[src/rtl/muldiv_pkg.sv]
// Shared definitions for the RV32M multiply/divide unit.
// Holds widths, iteration count, op and FSM encodings, and small helpers.
package muldiv_pkg;

    localparam int XLEN = 32;
    localparam int ITER = 32;

    typedef enum logic [2:0] {
        OP_MUL    = 3'b000,
        OP_MULH   = 3'b001,
        OP_MULHSU = 3'b010,
        OP_MULHU  = 3'b011,
        OP_DIV    = 3'b100,
        OP_DIVU   = 3'b101,
        OP_REM    = 3'b110,
        OP_REMU   = 3'b111
    } op_t;

    typedef enum logic [1:0] {
        IDLE = 2'd0,
        MUL  = 2'd1,
        DIV  = 2'd2,
        DONE = 2'd3
    } state_t;

    // Conditional two's-complement negation of a word.
    function automatic logic [XLEN-1:0] neg_if(
        input logic [XLEN-1:0] v,
        input logic            n
    );
        return n ? (~v + 1'b1) : v;
    endfunction

    // Conditional two's-complement negation of a double word.
    function automatic logic [2*XLEN-1:0] neg_if2(
        input logic [2*XLEN-1:0] v,
        input logic              n
    );
        return n ? (~v + 1'b1) : v;
    endfunction

endpackage

[src/rtl/muldiv_core.sv]
// One combinational iteration of the multiply/divide datapath.
// Ports: div_mode selects restoring divide vs shift-add multiply;
//        acc is the 64-bit working register, operand the multiplicand
//        (multiply) or divisor (divide); acc_next is the updated register.
module muldiv_core (
    input  logic        div_mode,
    input  logic [63:0] acc,
    input  logic [31:0] operand,
    output logic [63:0] acc_next
);

    import muldiv_pkg::*;

    logic [32:0] mul_sum;
    logic [33:0] div_diff;
    logic        div_ge;
    logic [31:0] div_rem;

    always_comb begin
        // Multiply: acc = {partial high, remaining multiplier bits}.
        // Add the multiplicand on the LSB, then shift everything right.
        mul_sum = {1'b0, acc[63:32]}
                + (acc[0] ? {1'b0, operand} : 33'd0);

        // Divide: acc = {partial remainder, dividend bits / quotient}.
        // Shift the next dividend bit in and trial-subtract the divisor.
        div_diff = {1'b0, acc[63:32], acc[31]} - {2'b00, operand};
        div_ge   = ~div_diff[33];
        div_rem  = div_ge ? div_diff[31:0] : {acc[62:32], acc[31]};

        if (div_mode) begin
            acc_next = {div_rem, acc[30:0], div_ge};
        end else begin
            acc_next = {mul_sum, acc[31:1]};
        end
    end

endmodule

[src/rtl/muldiv_unit.sv]
// Iterative RV32M multiply/divide unit with register-file writeback.
// Ports: clk, reset (async, active high); start/funct3/rs1_data/rs2_data/
//        rd_in request; busy, done, wb_enable, wb_reg, wb_data result.
module muldiv_unit #(
    parameter int XLEN = 32
) (
    input  logic            clk,
    input  logic            reset,
    input  logic            start,
    input  logic [2:0]      funct3,
    input  logic [XLEN-1:0] rs1_data,
    input  logic [XLEN-1:0] rs2_data,
    input  logic [4:0]      rd_in,
    output logic            busy,
    output logic            done,
    output logic            wb_enable,
    output logic [4:0]      wb_reg,
    output logic [XLEN-1:0] wb_data
);

    import muldiv_pkg::*;

    state_t      state;
    op_t         op;
    logic [5:0]  count;
    logic [63:0] acc;
    logic [31:0] mcand;
    logic        neg_res;
    logic        neg_rem;

    op_t         req_op;
    logic        req_sa;
    logic        req_sb;
    logic [31:0] req_amag;
    logic [31:0] req_bmag;
    logic        req_div;
    logic        req_zero;
    logic        req_ovf;
    logic        req_fast;
    logic [31:0] fast_data;

    logic [63:0] acc_next;
    logic        last;
    logic [63:0] prod;
    logic [31:0] quot;
    logic [31:0] rem;
    logic [31:0] result;

    // Request decode: which operands are treated as signed, and the
    // divide corner cases that skip the iterative path.
    always_comb begin
        req_op = op_t'(funct3);
        req_sa = 1'b0;
        req_sb = 1'b0;
        unique case (req_op)
            OP_MULH: begin
                req_sa = rs1_data[31];
                req_sb = rs2_data[31];
            end
            OP_MULHSU: req_sa = rs1_data[31];
            OP_DIV, OP_REM: begin
                req_sa = rs1_data[31];
                req_sb = rs2_data[31];
            end
            default: ;
        endcase

        req_amag = neg_if(rs1_data, req_sa);
        req_bmag = neg_if(rs2_data, req_sb);

        req_div  = funct3[2];
        req_zero = req_div && (rs2_data == 32'd0);
        req_ovf  = (req_op == OP_DIV || req_op == OP_REM)
                && (rs1_data == 32'h8000_0000)
                && (rs2_data == 32'hFFFF_FFFF);
        req_fast = req_zero || req_ovf;

        // funct3[1] separates REM/REMU from DIV/DIVU.
        if (req_zero) begin
            fast_data = funct3[1] ? rs1_data : 32'hFFFF_FFFF;
        end else begin
            fast_data = funct3[1] ? 32'd0 : 32'h8000_0000;
        end
    end

    muldiv_core u_core (
        .div_mode (state == DIV),
        .acc      (acc),
        .operand  (mcand),
        .acc_next (acc_next)
    );

    // Sign fix-up on the value produced by the final iteration.
    always_comb begin
        last = (count == 6'(ITER - 1));
        prod = neg_if2(acc_next, neg_res);
        quot = neg_if(acc_next[31:0], neg_res);
        rem  = neg_if(acc_next[63:32], neg_rem);
        unique case (op)
            OP_MUL:                       result = prod[31:0];
            OP_MULH, OP_MULHSU, OP_MULHU: result = prod[63:32];
            OP_DIV, OP_DIVU:              result = quot;
            OP_REM, OP_REMU:              result = rem;
            default:                      result = 32'd0;
        endcase
    end

    always_ff @(posedge clk or posedge reset) begin
        if (reset) begin
            state   <= IDLE;
            op      <= OP_MUL;
            count   <= 6'd0;
            acc     <= 64'd0;
            mcand   <= 32'd0;
            neg_res <= 1'b0;
            neg_rem <= 1'b0;
            busy    <= 1'b0;
            done    <= 1'b0;
            wb_reg  <= 5'd0;
            wb_data <= '0;
        end else begin
            unique case (state)
                IDLE: begin
                    done <= 1'b0;
                    if (start) begin
                        op      <= req_op;
                        wb_reg  <= rd_in;
                        count   <= 6'd0;
                        neg_res <= req_sa ^ req_sb;
                        neg_rem <= req_sa;
                        busy    <= 1'b1;
                        // Multiply iterates over the multiplier (rs2),
                        // divide shifts the dividend (rs1) through acc.
                        if (req_div) begin
                            acc   <= {32'd0, req_amag};
                            mcand <= req_bmag;
                        end else begin
                            acc   <= {32'd0, req_bmag};
                            mcand <= req_amag;
                        end
                        if (req_fast) begin
                            state   <= DONE;
                            done    <= 1'b1;
                            wb_data <= fast_data;
                        end else if (req_div) begin
                            state <= DIV;
                        end else begin
                            state <= MUL;
                        end
                    end
                end
                MUL, DIV: begin
                    acc   <= acc_next;
                    count <= count + 6'd1;
                    if (last) begin
                        state   <= DONE;
                        done    <= 1'b1;
                        wb_data <= result;
                    end
                end
                DONE: begin
                    state <= IDLE;
                    done  <= 1'b0;
                    busy  <= 1'b0;
                end
                default: state <= IDLE;
            endcase
        end
    end

    // x0 is hard-wired to zero, so never write it back.
    assign wb_enable = done && (wb_reg != 5'd0);

endmodule

[config.mk]
export PLATFORM = sky130hd
export DESIGN_NAME = muldiv_unit
export DESIGN_NICKNAME = d
export VERILOG_FILES = /design/src/rtl/muldiv_pkg.sv /design/src/rtl/muldiv_core.sv /design/src/rtl/muldiv_unit.sv
export SDC_FILE = /design/constraint.sdc
export NUM_CORES = 1
export LEC_CHECK = 0
export ABC_AREA = 1
export CORE_ASPECT_RATIO = 1.2
export CORE_MARGIN = 3
export CORE_UTILIZATION = 37
export CTS_CLUSTER_DIAMETER = 40
export DETAILED_ROUTE_END_ITERATION = 12
export GPL_ROUTABILITY_DRIVEN = 0
export HOLD_SLACK_MARGIN = 0.08
export PLACE_DENSITY = 0.59
export REMOVE_ABC_BUFFERS = 1
export SYNTH_ARGS = -nofsm -noshare
export SYNTH_HDL_FRONTEND = slang
export SYNTH_SLANG_ARGS = --single-unit
[constraint.sdc]
create_clock -name clk -period 6.58 [get_ports clk]
set_clock_uncertainty 0.1 [all_clocks]
set_input_delay 1.316 -clock clk [delete_from_list [all_inputs] [get_ports clk]]
set_output_delay 1.316 -clock clk [all_outputs]
set_load 0.1 [all_outputs]
Yosys cells after proc, flatten, opt, wreduce, memory -nomap -nowiden
Index checks and enable logic that the tools add are counted.
Storage, ports and cells
  bits in registers: 148
  RAM bits: 0
  ROM bits: 0
  memories: 0
  bits in latches: 0
  output and inout bits: 40
Operators by class
  $add $sub $neg: 8
  $lt $le $gt $ge: 0
  shifts and indexed selects: 0
  multiply operators: 0
  reductions and logical operators: 23
  div/mod/pow operators: 0
  multiplexer cells: 35
  equal/unequal tests: 20
  bitwise operators: 7
Operators with widths (number)
  32-bit 2-to-1 mux: 14
  64-bit 2-to-1 mux: 3
  32-bit by 1-bit adder with 32-bit output, second input constant: 4
  32-bit inverter: 4
  32-bit one-hot mux with 4 select lines: 1
  64-bit one-hot mux with 2 select lines: 1
  64-bit by 1-bit adder with 64-bit output, second input constant: 1
  32-bit == test, second input constant: 2
  64-bit inverter: 1
  32-bit one-hot mux with 2 select lines: 1
  33-bit by 32-bit subtractor with 34-bit output: 1
  32-bit by 33-bit adder with 33-bit output: 1
  32-bit logical NOT: 1
  3-bit == test, second input constant: 6
  6-bit one-hot mux with 2 select lines: 1
  3-bit by 2-bit == test with 1-bit output, second input constant: 3
  2-bit 2-to-1 mux: 4
  2-bit AND reduction: 4
  6-bit by 1-bit adder with 6-bit output, second input constant: 1
  3-bit by 1-bit == test with 1-bit output, second input constant: 2
  6-bit by 5-bit == test with 1-bit output, second input constant: 1
  1-bit 2-to-1 mux: 6
  6-bit 2-to-1 mux: 1
  2-bit inequality test, second input constant: 3
  17 further kinds: 26

Longest topological paths before layout
Gate-level depths: netlist of run 1.
  word-level depth: 9
  gate-level depth with buffers: 32
  mapped depth without buffers: 31

Hierarchy
From an unflattened synthesis of run 1, not the netlist that was laid out.
Second synthesis, totals
  cell total of the unflattened synthesis: 3495
  area, all modules: 19248.5 um^2
By module, submodules not included
  muldiv_unit: cells each 2219, sequential area each 3703.6 um^2, times used 1, area each 13085.0 um^2
  muldiv_core: cells each 1276, sequential area each 0.0 um^2, times used 1, area each 6163.4 um^2

Worst setup path before layout of run 1
OpenSTA, ideal clock, no wires.
  path kind: input -> register
  start point: input rs1_data[1]
  end point: register acc[30]
  slack: 2951 ps
  path buffers: 0
  data arrival time: 3397 ps
  stages: 17
  cells stage by stage: inv_1 ha_1 nand2_1 nor2_1 nand3_1 nor3_2 nand2_1 nor3_1 nand2_1 nor3_2 nand3_1 o21ai_1 o21ai_0 xor2_1 nand2_1 a21oi_1 o22ai_1
Between the ends
  word-level cells in the longest chain between the ends: 6
Ends and longest elaborated chain
  from (decl): line muldiv_unit.sv:11  | input logic [XLEN-1:0] rs1_data,
  32-bit inverter: line muldiv_pkg.sv:31  | return n ? (~v + 1'b1) : v;
  32-bit by 1-bit adder with 32-bit output: line muldiv_pkg.sv:31
  32-bit 2-to-1 mux: line muldiv_pkg.sv:31
  32-bit 2-to-1 mux: line muldiv_unit.sv:134  | if (req_div) begin
  64-bit 2-to-1 mux: line muldiv_unit.sv:125  | if (start) begin
  64-bit one-hot mux with 2 select lines: line muldiv_unit.sv:122  | unique case (state)
  to (signal assigned): line muldiv_unit.sv:135  | acc <= {32'd0, req_amag};
  to (signal assigned): line muldiv_unit.sv:138  | acc <= {32'd0, req_bmag};
  to (signal assigned): line muldiv_unit.sv:153  | acc <= acc_next;
  to (decl): line muldiv_unit.sv:26  | logic [63:0] acc;
No other way between the ends. The select of a mux whose other input is x is not followed.
A chain may end at the register's enable or synchronous reset.

Worst setup path in the final report of run 1
  start point: register mcand[10]
  end point: register wb_data[24]
Between the ends
  word-level cells in the longest chain between the ends: 9
Ends and longest elaborated chain
  from (decl): line muldiv_unit.sv:27  | logic [31:0] mcand;
  from (signal assigned): line muldiv_unit.sv:136  | mcand <= req_bmag;
  from (signal assigned): line muldiv_unit.sv:139  | mcand <= req_amag;
  33-bit by 32-bit subtractor with 34-bit output or 32-bit 2-to-1 mux (tied branches): line muldiv_core.sv:27, muldiv_core.sv:23
  32-bit 2-to-1 mux, or another cell as far along: line muldiv_core.sv:29  | div_rem = div_ge ? div_diff[31:0] : {acc[62:32], acc[31]};
  64-bit 2-to-1 mux (*): line muldiv_core.sv:31  | if (div_mode) begin
  64-bit inverter or 32-bit inverter (tied branches): line muldiv_pkg.sv:39, muldiv_pkg.sv:31
  64-bit by 1-bit adder with 64-bit output or 32-bit by 1-bit adder with 32-bit output (tied branches): line muldiv_pkg.sv:39, muldiv_pkg.sv:31
  64-bit 2-to-1 mux or 32-bit 2-to-1 mux (tied branches): line muldiv_pkg.sv:39, muldiv_pkg.sv:31
  32-bit one-hot mux with 4 select lines (*): line muldiv_unit.sv:99  | unique case (op)
  32-bit 2-to-1 mux (*): line muldiv_unit.sv:155  | if (last) begin
  32-bit one-hot mux with 2 select lines (*): line muldiv_unit.sv:122
  to (signal assigned): line muldiv_unit.sv:144  | wb_data <= fast_data;
  to (signal assigned): line muldiv_unit.sv:158  | wb_data <= result;
  to (decl): line muldiv_unit.sv:18  | output logic [XLEN-1:0] wb_data
Mark *: on every way between the ends. The rest lies on a longest branch, timed or not. The select of a mux whose other input is x is not followed.

==> results of run 1 <==
[metrics by stage]
| stage | utilization | hold slack [ns] | instances | cell area (um2) | setup WS, ns |
|---|---|---|---|---|---|
| 2_1_floorplan | - | 0.353 | 3021 | 18000 | 0.861 |
| 3_3_place_gp | 0.407 | 0.373 | 3799 | 20100 | 1.56 |
| 3_5_place_dp | 0.407 | 0.383 | 3799 | 20100 | 1.51 |
| 4_1_cts | 0.421 | 0.399 | 3830 | 20800 | 1.61 |
| 5_1_grt | 0.421 | 0.449 | 3830 | 20800 | 1.07 |
| 6_report | 0.421 | 0.405 | 3830 | 20800 | 1.39 |
[cells by family (layout without fill, tap and decap cells)]
group	Yosys count	after routing	synth area share
AND/OR/NAND/NOR	1767	1767	0.431
buffers and inverters	574	636	0.126
AO/OA/AOI/OAI	477	477	0.149
flip-flops	148	148	0.199
XOR/XNOR	89	89	0.0420
adder cells (fa/ha/maj)	75	75	0.0513
multiplexers	1	1	0.000606
[Yosys cell counts (all sizes together) (4+ instances only)]
cell / number / area share
nor3: 45 / 0.015
a211oi: 9 / 0.0036
o221ai: 27 / 0.013
dfrtp: 148 / 0.20
nand3: 322 / 0.097
a21oi: 178 / 0.050
a31oi: 5 / 0.0017
ha: 73 / 0.049
or2: 12 / 0.0040
a2bb2oi: 4 / 0.0019
and2: 4 / 0.0013
o22ai: 20 / 0.0067
xor2: 74 / 0.035
xnor2: 15 / 0.0071
clkbuf: 62 / 0.013
nand3b: 11 / 0.0046
o21bai: 6 / 0.0024
nor2: 372 / 0.085
o31ai: 4 / 0.0019
buf: 48 / 0.019
nand4: 67 / 0.026
nor4: 10 / 0.0037
inv: 462 / 0.093
o211ai: 20 / 0.0086
o21ai: 178 / 0.049
nand2: 921 / 0.19
a22oi: 19 / 0.0077
[worst paths after layout]
kind / start / end / slack, ns / depth (start not counted)
worst max register to register: mcand[10] / wb_data[24] / 1.39 / 30
worst max-delay path: mcand[10] / wb_data[24] / 1.39 / 30
worst min-delay path: op[0] / op[0] / 0.41 / 2
worst min register to register: op[0] / op[0] / 0.41 / 2
min in group asynchronous: reset / wb_data[27] / 1.24 / 2
max in group asynchronous: reset / mcand[4] / 4.07 / 3
[layout make-up]
| cell class | count | area, um2 | share of cell area |
|---|---|---|---|
| well taps | 637 | 797 | 0.0383 |
| multi-input cells | 2409 | 12500 | 0.604 |
| inverters | 464 | 1750 | 0.0840 |
| repair buffers | 141 | 1340 | 0.0644 |
| clock buffers | 20 | 457 | 0.0220 |
| flip-flops and latches | 148 | 3700 | 0.178 |
| clock inverters | 11 | 199 | 0.00957 |
[routing by layer]
| metal | vias up | global-route usage | part of all wire |
|---|---|---|---|
| met5 | - | 0 | 0 |
| met4 | 0 | 0.186 | 0.078 |
| met3 | 248 | 0.0311 | 0.057 |
| met2 | 839 | 0.464 | 0.46 |
| met1 | 9541 | 0.347 | 0.41 |
| li1 | 10232 | - | - |
[tightest hold or removal path: stages (launching register included)]
cell and delay, ns:
dfrtp_1 0.35, nand2_1 0.05, o21ai_0 0.06
==> out/results.txt, run 1 <==
CTS buffer count = 17
YS warnings = 0
CTS tree = yes
CTS sink cnt = 148
Biggest register = acc
antenna viol nets, final = 0
Die Height = 251 um
Top delay family on crit path = simple AND/OR/NAND/NOR gates
period utilization = 0.789
Buf/Inv on CP = 2
Worst-path clk slew = 0.07 ns
drc violations = 0
Max clock buf depth = 2
slowest stage delay, CP = 0.43 ns
DR pass1 iterations = 6
via count = 20.9k
Core Area = 49400 um2
Post-synth EDFFs = 0
register area share after synthesis = 0.199
Mapped Cells = 3131
Total GRT Usage = 0.281
Synth async-reset ratio = 1.00
crit-path max FO = 7
crit path DAT = 5.47 ns
Yosys reg bits = 148
Die W = 211 um
Rows = 89
CTS H-tree lvls = 4
slowest library cell on the worst path = dfrtp_1
Final nets = 3331
Ports = 115
Synth Flop Type = dfrtp_1
min cycle time layout = 5.19 ns
Buffers on Ports = 114
first-pass GRT wire length = 116 mm
Clock Latency Late Sink = 0.46 ns
outcome = completed
Crit Path Class = reg -> reg
most frequent CP cell = nand2_1
largest net degree at the start of global routing = 70
relative slew slack = 0.198
Routed Wire Length = 75.4 mm
Slew Limit Fails = 0
Top Registers = acc x64, mcand x32, wb_data x32
Sum Neg Setup Slack = 0 ns
GR Overflow Total = 0
commonest non-fill, non-tap cell in the layout = nand2_1
initial antenna violation count = 0
vias in the first global route = 20.3k
Hold Vio Cnt, Final = 0
Hold Path Class = reg -> reg
final setup violation count = 0
Max Clk Rate = 193 MHz
postcts setup bufs = 0
Wirelength per Cell = 19.7 um
Max Cap Viol = 0
P&R area growth vs syn = 11.9%
cts hold-fix bufs = 0
max FFs per register = 64
RSZ-0062 raised after global routing = false
most frequent cells in the layout = nand2_1, inv_1, nor2_1, nand3_1, a21oi_1
Critical Path RT = 6.86 ns
DR vias/cell = 5.45
syn avg cell area = 5.93 um2
Layout fillers = 5470
Critical Path Source Type = flip-flop
Final HPWL DP = 60.8 mm
Gates resized, CTS repair = 0
n_diodes = 0
Cell Area, Synth = 18600 um2
Crit. End Element = flip-flop
layout cells sized above 1 = 0.0792
initial drt markers = 2040
starting density of the core = 0.376
Die ar. = 52900 um2
Distinct cells, synth = 60
actual slew at the worst max-slew pin = 1.20 ns
CTS root buf = clkbuf_16
Power of run 1 is left out: the tool's default activity adds up to more than one toggle a clock period on the data nets, which glitch-free logic cannot reach.
==> run 2: changes to the inputs <==
--- a/config.mk
+++ b/config.mk
@@ -13,7 +13,7 @@
 export DETAILED_ROUTE_END_ITERATION = 12
 export GPL_ROUTABILITY_DRIVEN = 0
 export HOLD_SLACK_MARGIN = 0.08
-export PLACE_DENSITY = 0.59
+export PLACE_DENSITY = 0.61
 export REMOVE_ABC_BUFFERS = 1
 export SYNTH_ARGS = -nofsm -noshare
 export SYNTH_HDL_FRONTEND = slang
==> constraint.sdc (replaced) <==
create_clock -name clk -period 4.5 [get_ports clk]
set_clock_uncertainty 0.1 [all_clocks]
set_input_delay 0.9 -clock clk [delete_from_list [all_inputs] [get_ports clk]]
set_output_delay 0.9 -clock clk [all_outputs]
set_load 0.1 [all_outputs]
==> run 2 against run 1 <==
Effect of this change:
- via count is 4.4% higher
- count of clock-buffer cells in the layout down 3
- die area is the same
- largest cell class unchanged
- critical endpoint is now wb_data[30]
- first-iteration DRC count down 6.1%
- critical path depth shrank 4
- critical path type unchanged
- utilization increased by 1.9 points
- flip-flop and latch count unchanged
==> out/results.txt, run 2 (synthesis gave the netlist of run 1 again) <==
Sum Neg Setup Slack = 0 ns
most frequent cells in the layout = nand2_1, inv_1, nor2_1, nand3_1, a21oi_1
Rows = 89
GRT Max-Usage Layer = met2
Critical Path Source Type = flip-flop
FF-to-FF path depth = 26
max FFs per register = 64
CTS buffer count = 17
Multi-input gate area = 12600 um2
layout cells sized above 1 = 0.119
Buffers on Ports = 114
post-layout util = 0.440
Hold Path Class = reg -> reg
Hold EP = op[0]
initial antenna violation count = 1
actual slew at the worst max-slew pin = 1.15 ns
antenna viol nets, final = 0
CTS sink cnt = 148
DR pass1 iterations = 7
placed insts = 3930
starting density of the core = 0.376
Slew Limit Fails = 0
Top Registers = acc x64, mcand x32, wb_data x32
min cycle time layout = 4.25 ns
Ports = 115
GR Overflow Total = 0
first-pass GRT wire length = 123 mm
M2 GR Usage = 0.511
HP Start = op[0]
CTS tree = yes
Max clock buf depth = 2
Core Area = 49400 um2
post-route design area = 21800 um2
Worst-path clk slew = 0.07 ns
Routed Wire Length = 81.4 mm
register area = 3700 um2
Max Clk Rate = 235 MHz
commonest non-fill, non-tap cell in the layout = nand2_1
Layout fillers = 5486
CTS H-tree lvls = 4
reg-to-reg endpoint = wb_data[30]
outcome = completed
DP Area = 21100 um2
routing usage on met3 = 0.0352
P&R area growth vs syn = 17.1%
largest net degree at the start of global routing = 63
M1 GR Usage = 0.365
crit path DAT = 4.55 ns
via count = 21.8k
CTS root buf = clkbuf_16
period utilization = 0.946
Crit. End Element = flip-flop
DR vias/cell = 5.50
Critical Path RT = 4.79 ns
Clock Latency Late Sink = 0.47 ns
crit-path max FO = 5
Hold Vio Cnt, Final = 0
vias in the first global route = 21.0k
Die ar. = 52900 um2
worst hold stages = 2
r2r startpoint = acc[52]
Biggest register = acc
initial drt markers = 1916
Die Height = 251 um
Wirelength per Cell = 20.5 um
Layout Cells excl Fill = 3964
relative slew slack = 0.233
final setup violation count = 0
Crit Path Class = reg -> reg
Final HPWL DP = 65.4 mm
Total GRT Usage = 0.303
drc violations = 0
Die W = 211 um
Max Cap Viol = 0
r2r setup slk = 0.25 ns
Final nets = 3463
run 2: per-stage QoR:
stage          hold slack [ns]  worst slack, ns
3_5_place_dp             0.378            0.136
5_1_grt                  0.428          -0.0169
4_1_cts                  0.396            0.153
2_1_floorplan            0.353            -1.22
6_report                 0.403            0.245
3_3_place_gp             0.375            0.144
run 2: worst max path at each step:
stage	start	endpoint	slack [ns]	depth (start not counted)
2_1_floorplan	state[0]	wb_data[25]	-1.22	20
3_3_place_gp	rs2_data[0]	acc[30]	0.14	17
3_5_place_dp	rs2_data[0]	acc[30]	0.14	17
4_1_cts	acc[59]	wb_data[24]	0.15	27
5_1_grt	acc[39]	wb_data[30]	-0.02	28
6_report	acc[52]	wb_data[30]	0.25	26
run 2: what timing repair did:
action,in CTS,in global routing
buffers inserted,0,1
resized for setup,0,11
endpoints found under the setup margin,0,14
hold endpoints to repair,0,0
hold buffers,0,0
run 2: cell type report:
class                           count  area share
Antenna cell                        1    0.000115
Timing Repair Buffer              273       0.108
Inverter                          464      0.0803
Clock buffer                       17      0.0196
Tap cell                          637      0.0366
Multi-Input combinational cell   2409       0.578
Sequential cell                   148       0.170
Clock inverter                     15     0.00621
run 2: critical path: stages (launching register included):
cell and delay, ns:
dfrtp_1 0.42, ha_1 0.42, nand2_1 0.13, inv_2 0.05
nand2_2 0.09, inv_1 0.05, nand2_1 0.09, a21oi_2 0.07
nor2_4 0.14, nand3_2 0.20, nand2_2 0.13, ha_1 0.17
nand3_1 0.12, nor2_2 0.19, nand4_1 0.13, nor2_1 0.16
nand4_1 0.13, nor2_1 0.12, nand4_1 0.19, buf_4 0.20
nand2_1 0.21, xor2_2 0.12, nor3_1 0.15, nor2_1 0.06
nand3_1 0.09, nand2_1 0.11, a21oi_2 0.14
run 2: metal layers:
metal	part of all wire	vias up
li1	-	10515
met1	0.39	10068
met2	0.47	957
met3	0.066	243
met4	0.076	0
met5	0	-
Power of run 2 is left out for the same reason.
==> run 3: changes to the inputs <==
==> constraint.sdc (replaced) <==
create_clock -name clk -period 3.61 [get_ports clk]
set_clock_uncertainty 0.1 [all_clocks]
set_input_delay 0.722 -clock clk [delete_from_list [all_inputs] [get_ports clk]]
set_output_delay 0.722 -clock clk [all_outputs]
set_load 0.1 [all_outputs]
==> run 3 against run 2 <==
Effect of this change:
- the run now ends with setup timing left
- critical path depth rose by 1
- register-to-register slack got worse by 0.43 ns
- first-iteration DRC count fell by 0.31%
- final area rose by 24%
- routed wire length rose by 4.4%
- utilization rose by 11 points
- die area did not move
- global-route usage rose by 0.59 points
- via count rose by 9.4%
- count of clock-buffer cells in the layout did not move
- non-clock buffer count rose by 463
==> out/results.txt, run 3 (synthesis gave the netlist of run 1 again) <==
outcome = finished, violations left
failing checks = setup timing
Slew Limit Fails = 0
Crit Path Class = reg -> reg
min cycle time layout = 3.80 ns
Final nets = 3927
Wirelength per Cell = 19.2 um
vias in the first global route = 22.7k
worst hold stages = 2
final setup violation count = 23
Rows = 89
Final HPWL DP = 66.7 mm
largest net degree at the start of global routing = 61
crit-path max FO = 3
layout cells sized above 1 = 0.302
FF-to-FF path depth = 27
Core Area = 49400 um2
Max clock buf depth = 2
Critical Path RT = 3.90 ns
Routed Wire Length = 85.0 mm
Total GRT Usage = 0.308
Multi-input gate area = 14200 um2
initial antenna violation count = 1
first-pass GRT wire length = 127 mm
initial drt markers = 1910
DR vias/cell = 5.38
relative slew slack = 0.328
CTS tree = yes
starting density of the core = 0.376
CTS sink cnt = 148
Critical Path Source Type = flip-flop
Hold Path Class = reg -> reg
DR pass1 iterations = 8
r2r setup slk = -0.19 ns
Max Clk Rate = 263 MHz
Biggest register = acc
antenna viol nets, final = 0
Layout fillers = 4997
via count = 23.8k
drc violations = 0
Buffers on Ports = 114
n_diodes = 0
Hold Vio Cnt, Final = 0
Die Height = 251 um
period utilization = 1.05
Ports = 115
register area = 3700 um2
Clock Latency Late Sink = 0.47 ns
CTS root buf = clkbuf_16
RSZ-0062 raised after global routing = true
worst setup margin = -0.186 ns
CTS H-tree lvls = 4
CTS buffer count = 17
Crit. Startpoint = mcand[19]
most frequent cells in the layout = nand2_1, buf_4, inv_1, nor2_1, nand3_1
Worst-path clk slew = 0.07 ns
GR Overflow Total = 0
Die W = 211 um
max FFs per register = 64
Top Registers = acc x64, mcand x32, wb_data x32
crit path DAT = 4.09 ns
Max Cap Viol = 0
Critical Path End = wb_data[12]
r2r startpoint = mcand[19]
commonest non-fill, non-tap cell in the layout = nand2_1
actual slew at the worst max-slew pin = 1.01 ns
reg-to-reg endpoint = wb_data[12]
P&R area growth vs syn = 45.6%
Crit. End Element = flip-flop
Die ar. = 52900 um2
post-layout util = 0.547
[run 3: worst min path at each step]
stage          slack [ns]  endpoint   from
2_1_floorplan        0.35     op[0]  op[0]
3_3_place_gp         0.37     op[0]  op[0]
3_5_place_dp         0.38     op[0]  op[0]
4_1_cts              0.40     op[0]  op[0]
5_1_grt              0.43     op[0]  op[0]
6_report             0.41     op[0]  op[0]
[run 3: area by class of cell]
type                       instances  area share
clock inverter                    15     0.00546
tap                              637      0.0295
timing repair buffer             736       0.222
clock buffer                      17      0.0157
sequential                       148       0.137
inverter                         464      0.0648
multi-input combinational       2410       0.526
[run 3: per-layer routing]
metal  share of wire  global-route usage
met1            0.39               0.373
met2            0.46               0.519
met3           0.069              0.0369
met4           0.075               0.200
met5               0                   0
[run 3: worst max-delay path, cell delays in order (launching register included)]
cell,delay (ns)
dfrtp_1,0.38
inv_1,0.08
ha_1,0.24
nand2_1,0.08
inv_1,0.04
nand2_1,0.07
nand2_2,0.07
nand2_2,0.10
a21oi_4,0.07
nor2_4,0.17
nand3_4,0.13
nand2_4,0.09
ha_4,0.15
nand3_4,0.08
nor2_4,0.12
nand4_1,0.13
nor2_2,0.13
nand4_1,0.11
nor2_1,0.12
nand4_1,0.20
nor2_2,0.23
buf_4,0.16
nand3_4,0.08
nand3_2,0.06
nand3_1,0.09
o211ai_1,0.18
nand2_1,0.13
a21oi_2,0.14
[run 3: per-stage QoR]
| stage | TNS [ns] | worst slack [ns] | hold WS [ns] | std cells | area, um2 |
|---|---|---|---|---|---|
| 2_1_floorplan | -280.68 | -2.11 | 0.353 | 3021 | 18000 |
| 3_3_place_gp | -14.14 | -0.435 | 0.370 | 4322 | 24100 |
| 3_5_place_dp | -15.54 | -0.503 | 0.384 | 4322 | 24100 |
| 4_1_cts | -3.80 | -0.310 | 0.401 | 4405 | 25700 |
| 5_1_grt | -8.36 | -0.426 | 0.428 | 4427 | 27000 |
| 6_report | -2.34 | -0.186 | 0.408 | 4427 | 27000 |
[run 3: timing repair]
action	CTS	global route
setup buffers	50	29
hold endpoints to repair	0	0
hold buffers	0	0
cloned	1	0
pin swaps	42	95
resized for setup	121	273
endpoints found under the setup margin	32	48
Power of run 3 is left out for the same reason.
